--- src/rtl/mc_ctrl_fsm_pkg.sv ---
// Shared constants for the miniRV multi-cycle sequencer: state encodings,
// opcode values and the opcode-class record used by the FSM and Controller.
package mc_ctrl_fsm_pkg;

    localparam logic [2:0] ST_FETCH  = 3'd0;
    localparam logic [2:0] ST_DECODE = 3'd1;
    localparam logic [2:0] ST_EXEC   = 3'd2;
    localparam logic [2:0] ST_MEM    = 3'd3;
    localparam logic [2:0] ST_WB     = 3'd4;
    localparam logic [2:0] ST_TRAP   = 3'd7;

    localparam logic [6:0] OP_R      = 7'b0110011;
    localparam logic [6:0] OP_I      = 7'b0010011;
    localparam logic [6:0] OP_LUI    = 7'b0110111;
    localparam logic [6:0] OP_JAL    = 7'b1101111;
    localparam logic [6:0] OP_JALR   = 7'b1100111;
    localparam logic [6:0] OP_LOAD   = 7'b0000011;
    localparam logic [6:0] OP_STORE  = 7'b0100011;
    localparam logic [6:0] OP_BRANCH = 7'b1100011;

    typedef struct packed {
        logic is_alu;
        logic is_load;
        logic is_store;
        logic is_branch;
        logic is_illegal;
    } opclass_t;

    function automatic opclass_t classify(input logic [6:0] op);
        opclass_t c;
        c = '0;
        case (op)
            OP_R, OP_I, OP_LUI, OP_JAL, OP_JALR: c.is_alu    = 1'b1;
            OP_LOAD:                             c.is_load   = 1'b1;
            OP_STORE:                            c.is_store  = 1'b1;
            OP_BRANCH:                           c.is_branch = 1'b1;
            default:                             c.is_illegal = 1'b1;
        endcase
        return c;
    endfunction

endpackage

--- src/rtl/mc_opclass_dec.sv ---
// Combinational opcode classifier: exactly one class flag is high for any opcode.
// Zero latency; shared between the sequencer and the Controller.
module mc_opclass_dec
    import mc_ctrl_fsm_pkg::*;
(
    input  logic [6:0] opcode,
    output logic       is_alu,
    output logic       is_load,
    output logic       is_store,
    output logic       is_branch,
    output logic       is_illegal
);

    opclass_t cls;

    always_comb begin
        cls        = classify(opcode);
        is_alu     = cls.is_alu;
        is_load    = cls.is_load;
        is_store   = cls.is_store;
        is_branch  = cls.is_branch;
        is_illegal = cls.is_illegal;
    end

endmodule

--- src/rtl/mc_ctrl_fsm.sv ---
// Multi-cycle sequencer: FETCH/DECODE/EXEC/MEM/WB with req/ack memory handshakes,
// request watchdog, sticky error flags and a retired-instruction counter.
module mc_ctrl_fsm
    import mc_ctrl_fsm_pkg::*;
#(
    parameter int TIMEOUT = 16,
    parameter int CNT_W   = 8
) (
    input  logic        cpu_clk,
    input  logic        cpu_rst,
    input  logic [6:0]  opcode,
    input  logic        br_flag,
    input  logic        imem_ack,
    input  logic        dmem_ack,
    output logic        imem_req,
    output logic        dmem_req,
    output logic        dmem_wen,
    output logic        ir_we,
    output logic        pc_we,
    output logic        rf_we,
    output logic        retire,
    output logic [2:0]  state,
    output logic        illegal,
    output logic        bus_err,
    output logic [31:0] instret
);

    localparam bit             WD_EN    = (TIMEOUT != 0);
    localparam logic [CNT_W-1:0] CNT_LAST = CNT_W'((TIMEOUT > 0) ? TIMEOUT - 1 : 0);

    logic [2:0]       state_q,   state_d;
    logic [CNT_W-1:0] cnt_q,     cnt_d;
    logic             illegal_q, illegal_d;
    logic             bus_err_q, bus_err_d;
    logic [31:0]      instret_q, instret_d;

    logic is_alu, is_load, is_store, is_branch, is_illegal;
    logic imem_req_c, dmem_req_c, dmem_wen_c;
    logic ir_we_c, pc_we_c, rf_we_c, retire_c;
    logic wait_c;

    // Branch resolution belongs to the NPC; sequencing never looks at it.
    logic unused_br_flag;
    assign unused_br_flag = br_flag;

    mc_opclass_dec u_opclass_dec (
        .opcode     (opcode),
        .is_alu     (is_alu),
        .is_load    (is_load),
        .is_store   (is_store),
        .is_branch  (is_branch),
        .is_illegal (is_illegal)
    );

    always_comb begin
        state_d    = state_q;
        illegal_d  = illegal_q;
        bus_err_d  = bus_err_q;
        instret_d  = instret_q;
        cnt_d      = cnt_q;
        imem_req_c = 1'b0;
        dmem_req_c = 1'b0;
        dmem_wen_c = 1'b0;
        ir_we_c    = 1'b0;
        pc_we_c    = 1'b0;
        rf_we_c    = 1'b0;
        retire_c   = 1'b0;
        wait_c     = 1'b0;

        case (state_q)
            ST_FETCH: begin
                imem_req_c = 1'b1;
                if (imem_ack) begin
                    ir_we_c = 1'b1;
                    state_d = ST_DECODE;
                end else begin
                    wait_c = 1'b1;
                end
            end
            ST_DECODE: begin
                if (is_illegal) begin
                    state_d   = ST_TRAP;
                    illegal_d = 1'b1;
                end else begin
                    state_d = ST_EXEC;
                end
            end
            ST_EXEC: begin
                if (is_branch) begin
                    pc_we_c  = 1'b1;
                    retire_c = 1'b1;
                    state_d  = ST_FETCH;
                end else if (is_load || is_store) begin
                    state_d = ST_MEM;
                end else if (is_alu) begin
                    state_d = ST_WB;
                end else begin
                    state_d = ST_TRAP;
                end
            end
            ST_MEM: begin
                dmem_req_c = 1'b1;
                dmem_wen_c = is_store;
                if (dmem_ack) begin
                    if (is_store) begin
                        pc_we_c  = 1'b1;
                        retire_c = 1'b1;
                        state_d  = ST_FETCH;
                    end else begin
                        state_d = ST_WB;
                    end
                end else begin
                    wait_c = 1'b1;
                end
            end
            ST_WB: begin
                rf_we_c  = 1'b1;
                pc_we_c  = 1'b1;
                retire_c = 1'b1;
                state_d  = ST_FETCH;
            end
            ST_TRAP: begin
                state_d = ST_TRAP;
            end
            default: begin
                state_d = ST_TRAP;
            end
        endcase

        // An ack in the final allowed cycle clears wait_c, so it beats the watchdog.
        if (wait_c && WD_EN && (cnt_q == CNT_LAST)) begin
            state_d   = ST_TRAP;
            bus_err_d = 1'b1;
        end

        if (state_d != state_q) begin
            cnt_d = '0;
        end else if (wait_c) begin
            cnt_d = cnt_q + CNT_W'(1);
        end

        if (retire_c) begin
            instret_d = instret_q + 32'd1;
        end
    end

    always_ff @(posedge cpu_clk) begin
        if (cpu_rst) begin
            state_q   <= ST_FETCH;
            cnt_q     <= '0;
            illegal_q <= 1'b0;
            bus_err_q <= 1'b0;
            instret_q <= 32'd0;
        end else begin
            state_q   <= state_d;
            cnt_q     <= cnt_d;
            illegal_q <= illegal_d;
            bus_err_q <= bus_err_d;
            instret_q <= instret_d;
        end
    end

    // Reset masks every strobe immediately, including the Mealy ones.
    assign imem_req = imem_req_c & ~cpu_rst;
    assign dmem_req = dmem_req_c & ~cpu_rst;
    assign dmem_wen = dmem_wen_c & ~cpu_rst;
    assign ir_we    = ir_we_c    & ~cpu_rst;
    assign pc_we    = pc_we_c    & ~cpu_rst;
    assign rf_we    = rf_we_c    & ~cpu_rst;
    assign retire   = retire_c   & ~cpu_rst;

    assign state   = state_q;
    assign illegal = illegal_q;
    assign bus_err = bus_err_q;
    assign instret = instret_q;

endmodule

--- config.mk ---
export PLATFORM = sky130hd
export DESIGN_NAME = mc_ctrl_fsm
export DESIGN_NICKNAME = d
export VERILOG_FILES = /design/src/rtl/mc_ctrl_fsm_pkg.sv /design/src/rtl/mc_opclass_dec.sv /design/src/rtl/mc_ctrl_fsm.sv
export SDC_FILE = /design/constraint.sdc
export NUM_CORES = 1
export LEC_CHECK = 0
export CAP_MARGIN = 10
export CORE_UTILIZATION = 50
export CTS_BUF_LIST = sky130_fd_sc_hd__clkbuf_8
export CTS_CLUSTER_DIAMETER = 40
export CTS_CLUSTER_SIZE = 12
export DETAILED_ROUTE_END_ITERATION = 12
export PLACE_DENSITY = 0.85
export RECOVER_POWER = 25
export SETUP_SLACK_MARGIN = 0.05
export SYNTH_ARGS = -nofsm -noshare
export SYNTH_HDL_FRONTEND = slang
export SYNTH_SLANG_ARGS = --single-unit
--- constraint.sdc ---
create_clock -name cpu_clk -period 2.5 [get_ports cpu_clk]
set_input_delay 0.5 -clock cpu_clk [delete_from_list [all_inputs] [get_ports cpu_clk]]
set_output_delay 0.5 -clock cpu_clk [all_outputs]
set_load 0.02 [all_outputs]
==> flow_metrics.env <==
export IMPL_status="finished with violations"
export IMPL_violations="DRC"
export IMPL_cts_hold_fix_buffers=0
export IMPL_slew_headroom_pct=72.3
export IMPL_grt_pass1_vias=2170
export IMPL_insertion_delay_ps=290
export IMPL_p_int_mw=1.31
export IMPL_grtUsageMet3_pct=3.70
export IMPL_wl_per_cell_um=13.1
export IMPL_stdcell_count=416
export IMPL_antenna_found_initial=0
export IMPL_die_h_um=70.7
export IMPL_io_buffers=54
export IMPL_syn_nets=297
export IMPL_grt_max_degree=31
export IMPL_cts_made_buffers=5
export IMPL_tightest_slew_ps=416
export IMPL_syn_avg_cell_area_um2=8.33
export IMPL_num_fill_cells=328
export IMPL_grt_overflow_total=0
export IMPL_drt_vias_per_instance=5.43
export IMPL_fmax_mhz=421
export IMPL_initial_core_util_pct=53.0
export IMPL_grt_pass1_wl_um=9450
export IMPL_synth_edf_count=0
export IMPL_gr_usage_met2_pct=40.1
export IMPL_num_rows=24
export IMPL_crit_slowest_cell="clkdlybuf4s50_1"
export IMPL_areaGrowthSynthToFinish_pct=37.8
export IMPL_drtPass1Iterations=8
export IMPL_core_region_area_um2=4440
export IMPL_crit_arrival_ps=1870
export IMPL_io_pins=56
export IMPL_crit_path_end_kind="output port"
export IMPL_ant_nets=0
export IMPL_ff2ff_path_depth=7
export IMPL_rsz0062_at_grt="no"
export IMPL_slowest_delay_ps=410
export IMPL_cp_max_fo=2
export IMPL_cts_max_path_buffers=2
export IMPL_finalCritPeriodShare_pct=95.0
export IMPL_syn_inst=283
export IMPL_root_buffer="clkbuf_8"
export IMPL_vdd_drop_max_mv=0.306
export IMPL_crit_top_cell="nor2_2"
export IMPL_combinationalPowerShare_pct=39.5
export IMPL_crit_path_cell_trace="clkdlybuf4s50_1 -> nand4bb_1 -> a2111oi_4 -> nor2_2 -> nor2_2 -> buf_4"
export IMPL_drive_above_1_share_pct=16.5
export IMPL_cp_required_ps=2000
export IMPL_final_util_pct=73.1
export IMPL_holdPathStages=2
export IMPL_hold_viol=0
export IMPL_maxCapViolCount=0
export IMPL_crit_path_start_kind="input port"
export IMPL_placed_cells=407
export IMPL_routed_wl_um=5460
export IMPL_r2r_end="cnt_q[3]$_SDFFE_PP0P_"
export IMPL_rrSetupSlack_ps=210
export IMPL_die_w_um=70.7
export IMPL_cts_tree="built"
export IMPL_h_tree_depth=2
export IMPL_synth_area_um2=2360
export IMPL_yosys_warnings=0
export IMPL_vias=2258
export IMPL_n_antenna_cell=0
export IMPL_gp_congestion=0.887
export IMPL_crit_type="input port to output port"
export IMPL_layout_commonest_cell="dfxtp_1"
export IMPL_gr_usage_all_layers_pct=23.1
export IMPL_min_from="bus_err$_SDFFE_PP0P_"
export IMPL_drt_iter0_drc=162
export IMPL_layout_common_cells="45 x dfxtp_1, 40 x nor2_1, 35 x buf_4"
export IMPL_setup_viol=0
export IMPL_power_frac_clock_pct=20.8
export IMPL_clkTransAtPathRegs_ps=80
export IMPL_synth_async_reset_ratio_pct=0
export IMPL_maxSlewViolCount=0
export IMPL_die_area_um2=4990
export IMPL_hold_class="flop to flop"
export IMPL_grt_use_met1_pct=30.1
export IMPL_synth_seq_cells=45
export IMPL_seq_power_share_pct=39.7
export IMPL_synth_ff_type="dfxtp_1"
export IMPL_switching_share_pct=35.0
export IMPL_powerDensity_nw_per_um2=621
export IMPL_holdWs_ps=448
export IMPL_switchingPower_uw=707
export IMPL_clock_sinks=45
export IMPL_final_nets=377
export IMPL_dp_hpwl_um=4050
export IMPL_hold_end="bus_err$_SDFFE_PP0P_"
export IMPL_top_usage_layer="met2"
export IMPL_fin_tns_setup_ps=0
export IMPL_total_leakage_power_nw=1.27
export IMPL_ys_types=52
export IMPL_finClkSkew_ps=6.72
export IMPL_timing_rr_start="state[0]$_SDFF_PP0_"
export IMPL_remaining_drc_errors=8
export IMPL_synth_seq_area_share_pct=38.2
export IMPL_period_needed_ps=2370
[layer usage]
metal / up-vias / part of all wire (%)
met1: 1070 / 47
li1: 1148 / -
met4: 0 / 0.46
met5: - / 0
met3: 2 / 3.1
met2: 38 / 50
[power groups by stage]
stage | Combinational, mW | Clock [mW] | Sequential [mW]
after floorplan | 0.430 | 0 | 0.856
after global placement | 0.771 | 0 | 0.817
after detailed placement | 0.792 | 0 | 0.817
after CTS | 0.790 | 0.428 | 0.801
after global routing | 0.861 | 0.464 | 0.808
final | 0.796 | 0.420 | 0.801
[Yosys cell counts (all sizes together), types with 6 or more instances]
cell,number,area (µm²)
inv,9,33.8
and3,6,37.5
clkbuf,9,33.8
o21ai,9,52.6
a21oi,10,50.1
nor3,21,105
nor2,42,160
xnor2,23,201
nand3,12,60.1
nand2,21,78.8
dfxtp,45,901
xor2,12,105
[area by class of cell]
class	instances	area, µm²	share of cell area (%)
repair buffers	86	773	23.8
well taps	52	65.1	2.00
clock buffers	5	68.8	2.12
multi-input cells	216	1390	42.9
clock inverters	3	13.8	0.424
flip-flops and latches	45	901	27.7
inverters	9	33.8	1.04
[per-stage QoR]
| stage | cell area (µm²) | setup slack [ps] | power (mW) |
|---|---|---|---|
| floorplan | 2370 | 151 | 1.29 |
| global placement | 3150 | -386 | 1.59 |
| detailed placement | 3150 | -400 | 1.61 |
| CTS | 3220 | -41.6 | 2.02 |
| global route | 3250 | 63.2 | 2.13 |
| finish | 3250 | 125 | 2.02 |
[worst max path at each step]
| stage | slack [ps] | start | to | cells after the start |
|---|---|---|---|---|
| 2_1_floorplan | 150 | opcode[6] | retire | 6 |
| 3_3_place_gp | -390 | dmem_ack | retire | 6 |
| 3_5_place_dp | -400 | opcode[6] | pc_we | 6 |
| 4_1_cts | -40 | cpu_rst | dmem_req | 4 |
| 5_1_grt | 60 | opcode[2] | pc_we | 6 |
| 6_report | 130 | opcode[2] | pc_we | 6 |
[worst max-delay path: cells and delay by family]
family          cells  cell delay (ps)
simple gates        3              490
compound gates      1              310
buf+inv             2              570
[logic make-up after synthesis]
logic type	share of synthesized area, %
flops	38.2
fa+ha+maj	1.06
compound gates	11.1
simple gates	32.3
buf+inv	3.82
xor+xnor	13.0
mux	0.425
[sequential cells by signal, indices dropped and copies added, names as in the netlist]
signal / cells
illegal: 1
instret: 32
cnt_q: 8
state: 3
bus_err: 1
[what timing repair did]
action,4_1_cts,5_1_grt
cloned,0,0
gates resized for setup,14,10
setup endpoints to repair,7,13
pin swaps,1,1
buffers inserted,0,1
Power figures use the tool's default switching activity.
